File: config.mk
export PLATFORM = sky130hd
export DESIGN_NAME = serial_addsub
export DESIGN_NICKNAME = d
export VERILOG_FILES = /design/src/rtl/serial_addsub.sv
export SDC_FILE = /design/constraint.sdc
export NUM_CORES = 1
export LEC_CHECK = 0
export CAP_MARGIN = 20
export CORE_ASPECT_RATIO = 1.1
export CORE_MARGIN = 2
export CORE_UTILIZATION = 30
export DETAILED_ROUTE_END_ITERATION = 8
export PLACE_DENSITY = 0.47
export SKIP_LAST_GASP = 1
export SLEW_MARGIN = 25
export SYNTH_ARGS = -nofsm -noshare
export SYNTH_HDL_FRONTEND = slang
export SYNTH_SLANG_ARGS = --single-unit
File: constraint.sdc
create_clock -name i_clk -period 2 [get_ports i_clk]
set_input_delay 0.3 -clock i_clk [delete_from_list [all_inputs] [get_ports i_clk]]
set_output_delay 0.3 -clock i_clk [all_outputs]
set_load 0.03 [all_outputs]
File: src/rtl/serial_addsub.sv
// serial_addsub: bit-serial adder/subtractor, one result bit per clock, LSB first.
//
// Ports:
//   i_clk        rising-edge clock
//   i_clear_n    synchronous active-low clear
//   i_start      begin an operation (sampled only while idle)
//   i_mode       0 = a+b, 1 = a-b (captured with start)
//   i_a, i_b     W-bit operands (captured with start)
//   o_busy       high whenever not idle
//   o_sum_bit    registered serial result bit
//   o_sum_valid  high while o_sum_bit carries a result bit
//   o_done       one-cycle pulse; o_result/o_cout/o_ovf valid
//   o_result     parallel result, held until the next completed operation
//   o_cout       final carry out (subtract: 1 = no borrow)
//   o_ovf        signed two's-complement overflow
module serial_addsub #(
    parameter int unsigned W = 8
) (
    input  logic         i_clk,
    input  logic         i_clear_n,
    input  logic         i_start,
    input  logic         i_mode,
    input  logic [W-1:0] i_a,
    input  logic [W-1:0] i_b,
    output logic         o_busy,
    output logic         o_sum_bit,
    output logic         o_sum_valid,
    output logic         o_done,
    output logic [W-1:0] o_result,
    output logic         o_cout,
    output logic         o_ovf
);

    // Counter only ever reaches W-1; sized for W+1 values so it cannot wrap.
    localparam int unsigned CntW = $clog2(W + 1);
    localparam logic [CntW-1:0] LastCnt = CntW'(W - 1);

    typedef enum logic [1:0] {
        StIdle,
        StRun,
        StDone
    } state_e;

    state_e          r_state,     w_state_next;
    logic [W-1:0]    r_sa,        w_sa_next;
    logic [W-1:0]    r_sb,        w_sb_next;
    logic [W-1:0]    r_sum,       w_sum_next;
    logic [W-1:0]    r_result,    w_result_next;
    logic [CntW-1:0] r_cnt,       w_cnt_next;
    logic            r_carry,     w_carry_next;
    logic            r_sum_bit,   w_sum_bit_next;
    logic            r_sum_valid, w_sum_valid_next;
    logic            r_cout,      w_cout_next;
    logic            r_ovf,       w_ovf_next;

    logic w_s;
    logic w_c;

    // One full-adder slice on the current LSBs.
    assign w_s = r_sa[0] ^ r_sb[0] ^ r_carry;
    assign w_c = (r_sa[0] & r_sb[0]) | (r_sa[0] & r_carry) | (r_sb[0] & r_carry);

    always_ff @(posedge i_clk) begin
        if (!i_clear_n) begin
            r_state     <= StIdle;
            r_sa        <= '0;
            r_sb        <= '0;
            r_sum       <= '0;
            r_result    <= '0;
            r_cnt       <= '0;
            r_carry     <= 1'b0;
            r_sum_bit   <= 1'b0;
            r_sum_valid <= 1'b0;
            r_cout      <= 1'b0;
            r_ovf       <= 1'b0;
        end else begin
            r_state     <= w_state_next;
            r_sa        <= w_sa_next;
            r_sb        <= w_sb_next;
            r_sum       <= w_sum_next;
            r_result    <= w_result_next;
            r_cnt       <= w_cnt_next;
            r_carry     <= w_carry_next;
            r_sum_bit   <= w_sum_bit_next;
            r_sum_valid <= w_sum_valid_next;
            r_cout      <= w_cout_next;
            r_ovf       <= w_ovf_next;
        end
    end

    always_comb begin
        w_state_next     = r_state;
        w_sa_next        = r_sa;
        w_sb_next        = r_sb;
        w_sum_next       = r_sum;
        w_result_next    = r_result;
        w_cnt_next       = r_cnt;
        w_carry_next     = r_carry;
        w_sum_bit_next   = 1'b0;
        w_sum_valid_next = 1'b0;
        w_cout_next      = r_cout;
        w_ovf_next       = r_ovf;

        unique case (r_state)
            StIdle: begin
                if (i_start) begin
                    w_state_next = StRun;
                    w_sa_next    = i_a;
                    // Subtract as a + ~b + 1: the +1 enters as the initial carry.
                    w_sb_next    = i_mode ? ~i_b : i_b;
                    w_carry_next = i_mode;
                    w_cnt_next   = '0;
                end
            end
            StRun: begin
                w_sa_next        = r_sa >> 1;
                w_sb_next        = r_sb >> 1;
                w_carry_next     = w_c;
                w_sum_next       = {w_s, r_sum[W-1:1]};
                w_sum_bit_next   = w_s;
                w_sum_valid_next = 1'b1;
                if (r_cnt == LastCnt) begin
                    w_state_next  = StDone;
                    w_result_next = {w_s, r_sum[W-1:1]};
                    w_cout_next   = w_c;
                    // r_carry here is the carry into the MSB.
                    w_ovf_next    = r_carry ^ w_c;
                end else begin
                    w_cnt_next = r_cnt + 1'b1;
                end
            end
            StDone: begin
                w_state_next = StIdle;
            end
            default: begin
                w_state_next = StIdle;
            end
        endcase
    end

    assign o_busy      = (r_state != StIdle);
    assign o_done      = (r_state == StDone);
    assign o_sum_bit   = r_sum_bit;
    assign o_sum_valid = r_sum_valid;
    assign o_result    = r_result;
    assign o_cout      = r_cout;
    assign o_ovf       = r_ovf;

endmodule

==> results.md, run 1 <==
- The final critical path takes up 90.3% of the cycle.
- The total via count in the routed design is 1606.
- The max-cap check violation count is 0.
- The required arrival time at the worst endpoint is 1700 ps.
- After global routing the overflow that remains totals 0.
- The die width is ~80 um.
- The sink count of the clock tree is 42.
- The number of nets in the final layout is 269.
- The worst-case IR drop observed on VDD is 0.416 mV.
- The setup slack of the most critical reg-to-reg path is 480 ps.
- Measured in cells, the most critical reg-to-reg path has a length of 4.
- The run finished with clean final reports.
- After routing, the total negative slack on setup checks comes to 0 ps.
- Setup repair after global routing left no endpoint under its margin.
- The number of clock buffers inserted by TritonCTS is 5.
- Row generation in the floorplan step produced 30 rows.
- Each instance of the synthesized netlist takes up on average 8.79 um^2.
- The floorplan core area is 6120 um^2.
- The via count normalized by instance count is 4.90.
- Clock-pin slew was measured on the worst setup and hold paths at 80 ps.
- The number of global-route vias before repair is 1513.
- After detailed routing, the total wire length is 4240 um.
- The analysis attributes to cell leakage a power of ~0.85 nW.
- The switching share of total power is 25.1%.
- The number of buffer cells added on primary ports is 33.
- After filler insertion, the fill cell instance count of the layout stands at roughly 650.
- The clock share of power is about 38%.
- The initial antenna violation count came to 0.
- The wire length per cell is 12.9 um.
- The number of max-slew violations in the final report came to 0.
- Routed signal wires occupy layers up through met4.
- The source-to-sink clock delay at the later pin of the worst-skew pair is approximately 300 ps.
- The total I/O pin count is 34.
- The final hold violation count is 0.
- After detailed routing, the number of remaining DRC violations is 0.
- The height of the die is just under 90 um.
- Post-CTS timing repair inserted 0 buffers for setup.
- For this run, the register share of the synthesized area comes to 44.9%.
- In the synthesized netlist the async set-or-reset flop fraction comes to 0%.
- The type of the most critical hold path is reg2reg.
- Entering global routing, the biggest net connects 30 pins.
- With fillers left out, the area of the finished cells amounts to 2390 um^2.
- For this block, wires on met1 add up to around 2000 um.
- The shortest period the worst path allows is 1810 ps.
- The total number of H-tree levels is 2.
- When the netlist entered floorplanning its net count stood at 235.
- The post-route netlist has 11.3% of its cells at a drive strength greater than 1.
- For this design the ratio of total power to cell area is 756 nW/um^2.
- The slew of the pin with the lowest slew margin is 491 ps.
- The leading register cell type out of synthesis is sky130_fd_sc_hd__dfxtp_1.
- The analysis attributes to net switching a power of 0.453 mW.
- The die covers about 7000 um^2.
- The initial utilization of the core area, before any placement, comes to 30.6%.
- The internal power of the cells totals 1.35 mW.
- Relative to the synthesized area, the layout overhead comes to 27.5%.
- The sort of element at the end of the critical path is an output port.
- The met3 layer wire length in the routed design is 143 um.
- Counting distinct cell types in the post-synthesis netlist gives 46.
- The fmax is 554 MHz.
- The number of nets still failing antenna checks after routing is 0.
- The number of warning messages in the yosys log is 0.
- The first global-routing pass estimated 7280 um of wire.
- After synthesis the cells add up to 1870 um^2.
- The synthesized design contains 0 enable-type register cells.
- The area of the multi-input gates is 908 um^2.
- The destination of the worst hold path is r_sum[1].
- Global routing used 13.5% of the available tracks.
- After the first detailed-routing iteration, the DRC count stood at 59.
- The end of the worst register-to-register path is r_cnt[3].
- In this run, synthesis produced a sequential element count of 42.
- In this run the most critical hold path is launched from r_sum[1].
- Headroom to the max-slew limit came out at 67.1%.
- The number of cells traversed by the worst hold path is 2.
- In this run the worst path has a maximum fanout of 11.
- The gate count of the mapped netlist is 213.
- TritonCTS built the clock tree.
- The total length of routed met2 wires is 2020 um.
- The sort of element at the start of the critical path is a flop.
- The diode insertion count for antenna repair is 0.
- The first detailed-routing pass ran for 4 iterations.
- Clock skew on the completed layout was measured at 6.67 ps.
- Setup violations remaining at the end of the flow were counted as 0.
- The placement-stage cell area is 2270 um^2.
- The critical path in this run is classified as reg2out.
- The part of the power in combinational logic is 12.7%.
- No sink is reached through more buffers than the 2 on the longest clock path.
- After legalization and detailed placement, the total HPWL measured 2900 um.
- The sequential standard cell area is 842 um^2.
- The worst path arrival time is 1510 ps.
- The clock root buffer is sky130_fd_sc_hd__clkbuf_8.
- The critical register-to-register path startpoint is r_cnt[0].
- At the end of routability-driven placement, the weighted congestion stood at 0.688.
- The sequential fraction of design power is about half.
- Hold repair after CTS inserted 0 buffers.
## cells in the final DEF (no fill, tap or decap), types with 2 or more instances in the layout
cell type and count:
sky130_fd_sc_hd__clkdlybuf4s50_1 32, sky130_fd_sc_hd__inv_2 2, sky130_fd_sc_hd__nand3_1 13, sky130_fd_sc_hd__o221ai_1 7
sky130_fd_sc_hd__clkbuf_8 5, sky130_fd_sc_hd__nand2_1 31, sky130_fd_sc_hd__xor2_1 7, sky130_fd_sc_hd__clkinvlp_4 2
sky130_fd_sc_hd__nor2_1 11, sky130_fd_sc_hd__o2bb2ai_1 7, sky130_fd_sc_hd__dfxtp_1 41, sky130_fd_sc_hd__inv_1 3
sky130_fd_sc_hd__a21oi_1 26, sky130_fd_sc_hd__o21ai_1 17, sky130_fd_sc_hd__xnor2_1 2, sky130_fd_sc_hd__buf_4 10
## flip-flops by register name (all words and copies together), names as in the netlist
name,flops
r_sum,7
o_sum_bit,1
r_sa,8
r_sb,8
o_sum_valid,1
r_cnt,4
o_ovf,1
o_result,8
r_carry,1
o_cout,1
r_state,2
## per-layer routing
layer,global-route usage (%),up-vias
met5,0,-
met2,22.4,34
met1,17.1,745
met4,4.70,0
met3,3.42,6
li1,-,821
## cell usage after synthesis (2+ instances only)
| cell type | number | area, um^2 |
|---|---|---|
| sky130_fd_sc_hd__buf_2 | 6 | 30.0 |
| sky130_fd_sc_hd__nand2_1 | 31 | 116 |
| sky130_fd_sc_hd__inv_2 | 2 | 7.51 |
| sky130_fd_sc_hd__nand3_1 | 13 | 65.1 |
| sky130_fd_sc_hd__xor2_1 | 7 | 61.3 |
| sky130_fd_sc_hd__a21oi_1 | 26 | 130 |
| sky130_fd_sc_hd__o2bb2ai_1 | 7 | 61.3 |
| sky130_fd_sc_hd__buf_6 | 4 | 45.0 |
| sky130_fd_sc_hd__inv_1 | 3 | 11.3 |
| sky130_fd_sc_hd__xnor2_1 | 2 | 17.5 |
| sky130_fd_sc_hd__o221ai_1 | 7 | 61.3 |
| sky130_fd_sc_hd__clkbuf_1 | 3 | 11.3 |
| sky130_fd_sc_hd__o21ai_1 | 17 | 85.1 |
| sky130_fd_sc_hd__nor2_1 | 11 | 41.3 |
| sky130_fd_sc_hd__dfxtp_1 | 42 | 841 |
| sky130_fd_sc_hd__buf_4 | 2 | 15.0 |
## power groups by stage
stage | sequential [mW] | combinational (mW) | clock, mW
after floorplan | 0.912 | 0.148 | 0
after global placement | 0.915 | 0.233 | 0
after detailed placement | 0.914 | 0.233 | 0
after CTS | 0.894 | 0.233 | 0.705
after global routing | 0.899 | 0.256 | 0.743
final | 0.894 | 0.229 | 0.682
## worst max-delay path by stage
| stage | depth (start not counted) | startpoint | slack (ps) | to |
|---|---|---|---|---|
| after floorplan | 4 | r_cnt[0] | 700 | r_cnt[0] |
| after global placement | 3 | r_state[1] | 300 | o_done |
| after detailed placement | 5 | i_start | 310 | r_sa[7] |
| after CTS | 3 | r_state[1] | 60 | o_busy |
| after global routing | 3 | r_state[1] | 130 | o_busy |
| final | 3 | r_state[1] | 190 | o_busy |
## kinds of logic after synthesis
kind of cell             Yosys count  synth area share (%)
AO/OA/AOI/OAI                     70                  24.3
XOR/XNOR                           9                  4.21
adder cells (fa/ha/maj)            2                  1.74
buffers and inverters             21                  6.61
flip-flops                        42                  44.9
multiplexers                       1                 0.534
AND/OR/NAND/NOR                   68                  17.7
## through the flow
stage	setup slack, ps	power [mW]	hold WS, ps	utilization, %	instances
3_3_place_gp	300	1.15	454	37.2	320
2_1_floorplan	696	1.06	437	-	213
5_1_grt	127	1.90	498	39.0	328
4_1_cts	61.5	1.83	463	39.0	328
3_5_place_dp	311	1.15	451	37.2	320
6_report	195	1.80	460	39.0	328
## final cells by class
cell class / count / share of cell area [%]
Sequential cell: 42 / 35.3
Multi-Input combinational cell: 150 / 38.1
Clock buffer: 5 / 2.88
Timing Repair Buffer: 43 / 16.9
Tap cell: 80 / 4.19
Inverter: 5 / 0.786
Clock inverter: 3 / 1.89
## timing repair
item | CTS | global route
hold endpoints to repair | 0 | 0
gates resized for setup | 1 | 1
endpoints found under the setup margin | 1 | 1
## worst max-delay path, cell delays in order (launching register included)
cell	delay, ps
sky130_fd_sc_hd__dfxtp_2	420
sky130_fd_sc_hd__nor2_1	80
sky130_fd_sc_hd__inv_1	50
sky130_fd_sc_hd__clkdlybuf4s50_1	660
No activity file was read; power rests on OpenSTA's default activity.
==> run 2, diff against run 1 <==
--- a/config.mk
+++ b/config.mk
@@ -16,3 +16,4 @@
 export SYNTH_ARGS = -nofsm -noshare
 export SYNTH_HDL_FRONTEND = slang
 export SYNTH_SLANG_ARGS = --single-unit
+export TNS_END_PERCENT = 5
==> results of run 2 <==
No change in the layout: final DEF, timing and power equal those of run 1.
